## src/rtl/coreriscv_axi4_id_tracker.sv

```systemverilog
// Per-ID outstanding-transaction tracker with issue throttling and fence drain for the CoreRISCV AXI4 master port.
// Optional: define CORERISCV_AXI4_ID_TRACKER_ERR_EN to enable unmatched-response detection and the sticky error flag.
module coreriscv_axi4_id_tracker #(
  parameter int IN_ID_W  = 2,
  parameter int OUT_ID_W = 5,
  parameter int MAX_OUT  = 4
) (
  input  logic                clk,
  input  logic                reset,
  input  logic                io_req_valid,
  output logic                io_req_ready,
  input  logic [IN_ID_W-1:0]  io_req_in_id,
  output logic [OUT_ID_W-1:0] io_req_out_id,
  input  logic                io_resp_valid,
  input  logic [OUT_ID_W-1:0] io_resp_out_id,
  output logic [IN_ID_W-1:0]  io_resp_in_id,
  output logic                io_resp_matches,
  input  logic                io_fence_req,
  output logic                io_fence_done,
  output logic                io_busy,
  output logic                io_err_unmatched
);

  localparam int N_IDS = 1 << IN_ID_W;

  typedef enum logic [1:0] {IDLE, DRAIN, DONE} state_t;

  state_t                 r_state;
  logic                   r_fence_done;
  logic [N_IDS-1:0][2:0]  r_cnt;

  logic [N_IDS-1:0]       w_inc;
  logic [N_IDS-1:0]       w_dec;
  logic [N_IDS-1:0]       w_nz;
  logic [2:0]             w_cnt_req;
  logic [2:0]             w_cnt_resp;
  logic                   w_fire;
  logic                   w_hit;
  logic                   w_busy;

  assign io_req_out_id = OUT_ID_W'(io_req_in_id);
  assign io_resp_in_id = io_resp_out_id[IN_ID_W-1:0];

  assign w_cnt_req  = r_cnt[io_req_in_id];
  assign w_cnt_resp = r_cnt[io_resp_in_id];

  // Ready deliberately ignores a same-cycle response on the same ID.
  assign io_req_ready = (r_state == IDLE) && (w_cnt_req != 3'(MAX_OUT));
  assign w_fire       = io_req_valid & io_req_ready;

`ifdef CORERISCV_AXI4_ID_TRACKER_ERR_EN
  logic w_upper_zero;
  logic r_err;

  assign w_upper_zero     = ((io_resp_out_id >> IN_ID_W) == '0);
  assign io_resp_matches  = w_upper_zero && (w_cnt_resp != 3'd0);
  assign w_hit            = io_resp_valid & io_resp_matches;
  assign io_err_unmatched = r_err;

  always_ff @(posedge clk or posedge reset) begin
    if (reset) begin
      r_err <= 1'b0;
    end else if (io_resp_valid && !io_resp_matches) begin
      r_err <= 1'b1;
    end
  end
`else
  logic w_unused_resp;

  // Without detection every response counts, but an empty counter must not wrap.
  assign w_unused_resp    = ^io_resp_out_id;
  assign io_resp_matches  = 1'b1;
  assign w_hit            = io_resp_valid && (w_cnt_resp != 3'd0);
  assign io_err_unmatched = 1'b0;
`endif

  for (genvar gi = 0; gi < N_IDS; gi++) begin : g_id
    assign w_inc[gi] = w_fire && (io_req_in_id == IN_ID_W'(gi));
    assign w_dec[gi] = w_hit && (io_resp_in_id == IN_ID_W'(gi));
    assign w_nz[gi]  = (r_cnt[gi] != 3'd0);
  end

  assign w_busy  = |w_nz;
  assign io_busy = w_busy;

  always_ff @(posedge clk or posedge reset) begin
    if (reset) begin
      r_cnt <= '0;
    end else begin
      for (int i = 0; i < N_IDS; i++) begin
        if (w_inc[i] && !w_dec[i]) begin
          r_cnt[i] <= r_cnt[i] + 3'd1;
        end else if (w_dec[i] && !w_inc[i]) begin
          r_cnt[i] <= r_cnt[i] - 3'd1;
        end
      end
    end
  end

  // Drain completes one cycle after the registered counters are all seen empty.
  always_ff @(posedge clk or posedge reset) begin
    if (reset) begin
      r_state      <= IDLE;
      r_fence_done <= 1'b0;
    end else begin
      r_fence_done <= 1'b0;
      case (r_state)
        IDLE: begin
          if (io_fence_req) begin
            r_state <= DRAIN;
          end
        end
        DRAIN: begin
          if (!w_busy) begin
            r_state      <= DONE;
            r_fence_done <= 1'b1;
          end
        end
        DONE: begin
          r_state <= IDLE;
        end
        default: begin
          r_state <= IDLE;
        end
      endcase
    end
  end

  assign io_fence_done = r_fence_done;

endmodule

```

## config.mk

```make
export PLATFORM = sky130hd
export DESIGN_NAME = coreriscv_axi4_id_tracker
export DESIGN_NICKNAME = d
export VERILOG_FILES = /design/src/rtl/coreriscv_axi4_id_tracker.sv
export SDC_FILE = /design/constraint.sdc
export NUM_CORES = 1
export LEC_CHECK = 0
export BUFFER_PORTS_ARGS = -buffer_cell sky130_fd_sc_hd__clkbuf_2
export CORE_MARGIN = 3
export CORE_UTILIZATION = 33
export CTS_BUF_LIST = sky130_fd_sc_hd__clkbuf_4
export DETAILED_ROUTE_END_ITERATION = 16
export SLEW_MARGIN = 15
export SYNTH_ARGS = -nofsm -noshare
export SYNTH_HDL_FRONTEND = slang
export SYNTH_SLANG_ARGS = --single-unit
```

## constraint.sdc

```tcl
create_clock -name clk -period 2.8 [get_ports clk]
set_input_delay 0.42 -clock clk [delete_from_list [all_inputs] [get_ports clk]]
set_output_delay 0.42 -clock clk [all_outputs]
set_load 0.05 [all_outputs]
```

-- Yosys cells after proc, flatten, opt, wreduce, memory -nomap -nowiden
Index checks and enable logic that the tools add are counted.
- register bits: 15
- input port bits: 12
- output and inout bits: 12
- multiplexer cells: 17
- eq/ne operators: 10
- $add $sub $neg: 8
- magnitude comparators: 2
- bitwise operators: 1
- reduce and logical (&&, ||, !) cells: 40
- operators with widths (kind ; count):
    $mux W3 ; 10
    $logic_and A1 B1 Y1 ; 18
    $reduce_bool A3 Y1 ; 5
    $add A3 B1 Y3 const B ; 4
    $bmux W3 S2 ; 2
    $sub A3 B1 Y3 const B ; 4
    $eq A2 B2 Y1 const B ; 4
    $logic_not A1 Y1 ; 8
    $reduce_bool A2 Y1 ; 4
    $eq A2 B1 Y1 const B ; 3
    $logic_not A2 Y1 ; 3
    $lt A2 B3 Y1 const B ; 2
    $mux W2 ; 2
    $ne A2 B2 Y1 const B ; 2
    $pmux W2 S2 ; 1
    $reduce_or A4 Y1 ; 1
    $ne A3 B3 Y1 const B ; 1
    $mux W1 ; 2
    $reduce_and A2 Y1 ; 1
    $and A1 B1 Y1 ; 1

-- Logic depth before layout (Yosys ltp)
- word-level depth: 10
- depth in mapped cells: 9
- gate-level depth less buffers: 9

-- Least setup slack after synthesis
No wires, ideal clock.
- kind: reg-to-reg
- start point: reg r_state[1]
- end point: reg r_cnt[2] in the netlist's numbering
- stages on the path, launching flop included: 9
- arrival time: 1.956 ns
- setup slack: 0.765 ns
- path buffers: 0
- setup time: 0.079 ns
- clock period less this slack: 2.035 ns
- cell sequence: dfrtp_1 nor3b_1 nor4b_1 ha_1 inv_1 fa_1 xor2_1 nor2_1 xor2_1
- cells in the longest elaborated chain, start to end: 7
- ends and longest elaborated chain (what ; line ; text):
    start: declaration ; 28 ; state_t r_state;
    start signal: assignment ; 103 ; r_state <= IDLE;
    start signal: assignment ; 110 ; r_state <= DRAIN;
    start signal: assignment ; 115 ; r_state <= DONE;
    $logic_not A2 Y1 (*) ; 48 ; assign io_req_ready = (r_state == IDLE) && (w_cnt_req != 3'(MAX_OUT));
    $logic_and A1 B1 Y1 (*) ; 48 ;
    $and A1 B1 Y1 (*) ; 49 ; assign w_fire = io_req_valid & io_req_ready;
    $logic_and A1 B1 Y1 (*) ; 78 ; assign w_inc[gi] = w_fire && (io_req_in_id == IN_ID_W'(gi));
    $logic_not A1 Y1 ; 93 ; end else if (w_dec[i] && !w_inc[i]) begin
    $logic_and A1 B1 Y1 ; 93 ;
    $reduce_bool A2 Y1 (no line) ; -- ;
    end signal: indexed assignment ; 92 ; r_cnt[i] <= r_cnt[i] + 3'd1;
    end signal: indexed assignment ; 94 ; r_cnt[i] <= r_cnt[i] - 3'd1;
    end: declaration ; 30 ; logic [N_IDS-1:0][2:0] r_cnt;
Every way passes the cells marked *; elsewhere a longest branch is shown, timed or not.
A chain may end at the register's enable or synchronous reset.

-- Worst setup path in the final report
Same ends and word-level chain as after synthesis.

==> flow_summary.yaml <==
power_and_ir_drop:
  power_mw: 0.848
  leakagePower_nw: 0.467
  p_per_area_nw_per_um2: 803
  ir_drop_v: 0.000481
sta:
  period_needed_ns: 2.29
  maxSlewHeadroom_pct: 61.7
  fin_setup_tns_ns: 0
  final-setup-viol-count: 0
  slew_viol_final: 0
  final-hold-violation-count: 0
  worst_slew_pin_slew_ns: 0.574
  setup_slack_ns: 0.514
  finalCritPeriodShare_pct: 81.6
  rsz0062_at_grt: "false"
  fmax_ghz: 0.437
  finClkSkew_ns: 0.00265
  fin_hold_ws_ns: 0.159
yosys:
  synthCells: 88
  synth_area_leaders: "dfrtp_1 39%, fa_1 8.3%, xor2_1 7.2%, buf_4 7.0%, ha_1 5.2%"
  synth.top_cell.area_share_pct: 38.8
  synth_cell_types: 23
  yosysWarnings: 0
  ys_seq_area_share_pct: 38.8
  syn_area_um2: 968
  yosysTopAreaCell: "dfrtp_1"
  ys_seq_elements: 15
  synth_area_per_cell_um2: 11.0
drt:
  drt-wirelength-per-cell_um: 11.8
  routed_wl_um: 1550
  drt-vias-per-instance: 4.72
  first_iter_violations: 11
  drcViolationCount: 0
  detail-route-antenna-nets: 0
  vias: 623
  first_pass_iters: 4
worst_setup_path:
  crit_buf_inv: 1
  slowest_delay_ns: 0.43
  reg2reg_depth: 8
  path_delay_family: "simple AND/OR/NAND/NOR gates"
  r2r_setup_slack_ns: 0.51
  crit_path_top_delay_cell: "dfrtp_1"
  end_kind: "flip-flop"
  cp.depth: 8
  startpoint: "r_state[1]"
  cp-endpoint: "r_cnt[2]"
  path_cells: "nor3b_1 -> nor4b_1 -> ha_1 -> inv_1 -> fa_1 -> xor2_1 -> nor2_1 -> xor2_1"
  cp-start-kind: "flip-flop"
  crit_required_ns: 3.01
  cp.arrival_ns: 2.49
  crit_type: "reg2reg"
  crit_top_cell: "xor2_1"
  r2r-end: "r_cnt[2]"
  r2r_start: "r_state[1]"
  crit_fanout: 5
clocking:
  clkTransAtPathRegs_ns: 0.09
  cts_tree: "yes"
  cts_max_path_buffers: 2
  holdBufCountCts: 0
  post-cts-setup-buffer-count: 0
  cts.sinks: 15
  ctsResizeCount: 0
  cts_buffers: 3
  htreeDepth: 1
  cts_root_buffer: "clkbuf_4"
  worstSkewPairLatency_ns: 0.28
cells_and_area:
  final_cells: 132
  drive_gt1_share_pct: 26.7
  stdcell_area_um2: 1060
  layout.cells.most_common_list: "15 x clkbuf_2, 15 x dfrtp_1, 8 x nor3_1, 8 x xor2_1"
  antenna_cells: 0
  fillers: 270
  area_growth_pct: 9.04
  finish.utilization_pct: 38.0
  nets: 122
global_routing:
  grt_max_degree: 16
  gr-total-overflow: 0
  grt_antenna_before_repair: 0
  gr-usage-all-layers_pct: 10.8
  grt_pass1_wl_um: 2860
  grt_pass1_vias: 638
die:
  rows: 19
  die-area_um2: 3620
  start_util_pct: 34.8
  ios: 24
  die_w_um: 60.2
  core_area_um2: 2780
  dieHeight_um: 60.2
placed_design:
  hpwl_um: 1290
  dpl_cell_area_um2: 1030
  dp_cells: 128
  dp_slack_ns: 0.462
  io_buffers: 15
  gp_congestion: 0.791
flow_run:
  maxCapViolCount: 0
hold_path:
  hp-class: "in2async"
outcome:
  status: "finished clean"
## flip-flops by register name, indices dropped and copies added (netlist names)
name and count:
r_cnt 12, io_fence_done 1, r_state 2
## worst min path at each step
stage / start / endpoint / cells past startpoint
detailed placement: r_cnt[8] / r_cnt[8] / 1
global route: reset / r_state[1] / 2
finish: reset / r_cnt[10] / 2
global placement: r_cnt[2] / r_cnt[2] / 1
floorplan: reset / io_fence_done / 1
CTS: reset / r_cnt[1] / 2
## synthesized netlist by cell type, drive strengths merged
| master | count |
|---|---|
| nor3 | 9 |
| o21a | 1 |
| or3b | 1 |
| ha | 4 |
| xnor2 | 4 |
| mux4 | 1 |
| conb | 2 |
| nand4 | 1 |
| inv | 6 |
| nand2 | 3 |
| or4b | 1 |
| nor2 | 6 |
| buf | 9 |
| or3 | 1 |
| nor4b | 1 |
| mux2 | 4 |
| fa | 4 |
| nor3b | 6 |
| xor2 | 8 |
| dfrtp | 15 |
| nand4bb | 1 |
## metal layers
metal  routed length, um  vias up  global-route usage (%)
met1                 746      290                    14.2
met2                 677       17                    16.7
met4                  16        0                    1.90
met3                 112        2                    4.54
met5                   0        -                       0
li1                    -      314                       -
## worst reg2reg max path, cell delays in order, from the launching register on
cell     delay [ns]
dfrtp_1        0.43
nor3b_1        0.35
nor4b_1        0.32
ha_1           0.23
inv_1          0.06
fa_1           0.38
xor2_1         0.15
nor2_1         0.11
xor2_1         0.17
## cell families (layout without fill, tap and decap cells)
| group | after synthesis | count (layout) | synth area share (%) |
|---|---|---|---|
| AND/OR/NAND/NOR | 30 | 30 | 19.1 |
| flip-flops | 15 | 15 | 38.8 |
| buffers and inverters | 15 | 25 | 9.30 |
| XOR/XNOR | 12 | 12 | 10.9 |
| adder cells (fa/ha/maj) | 8 | 8 | 13.4 |
| multiplexers | 5 | 5 | 6.98 |
| other | 2 | 5 | 0.775 |
| AO/OA/AOI/OAI | 1 | 1 | 0.775 |
## power breakdown
part	leakage, nW	internal, mW	switching, mW
registers	0.179	0.307	0.114
clock network	0.0184	0.0650	0.0691
logic	0.270	0.156	0.137
total	0.467	0.528	0.320
## area by class of cell
class | count | area [um2] | area share, %
clock buffers | 4 | 30.0 | 2.84
flip-flops and latches | 15 | 375 | 35.5
multi-input cells | 61 | 514 | 48.7
inverters | 6 | 22.5 | 2.13
well taps | 31 | 38.8 | 3.67
repair buffers | 15 | 75.1 | 7.11
Power figures use the tool's default switching activity.
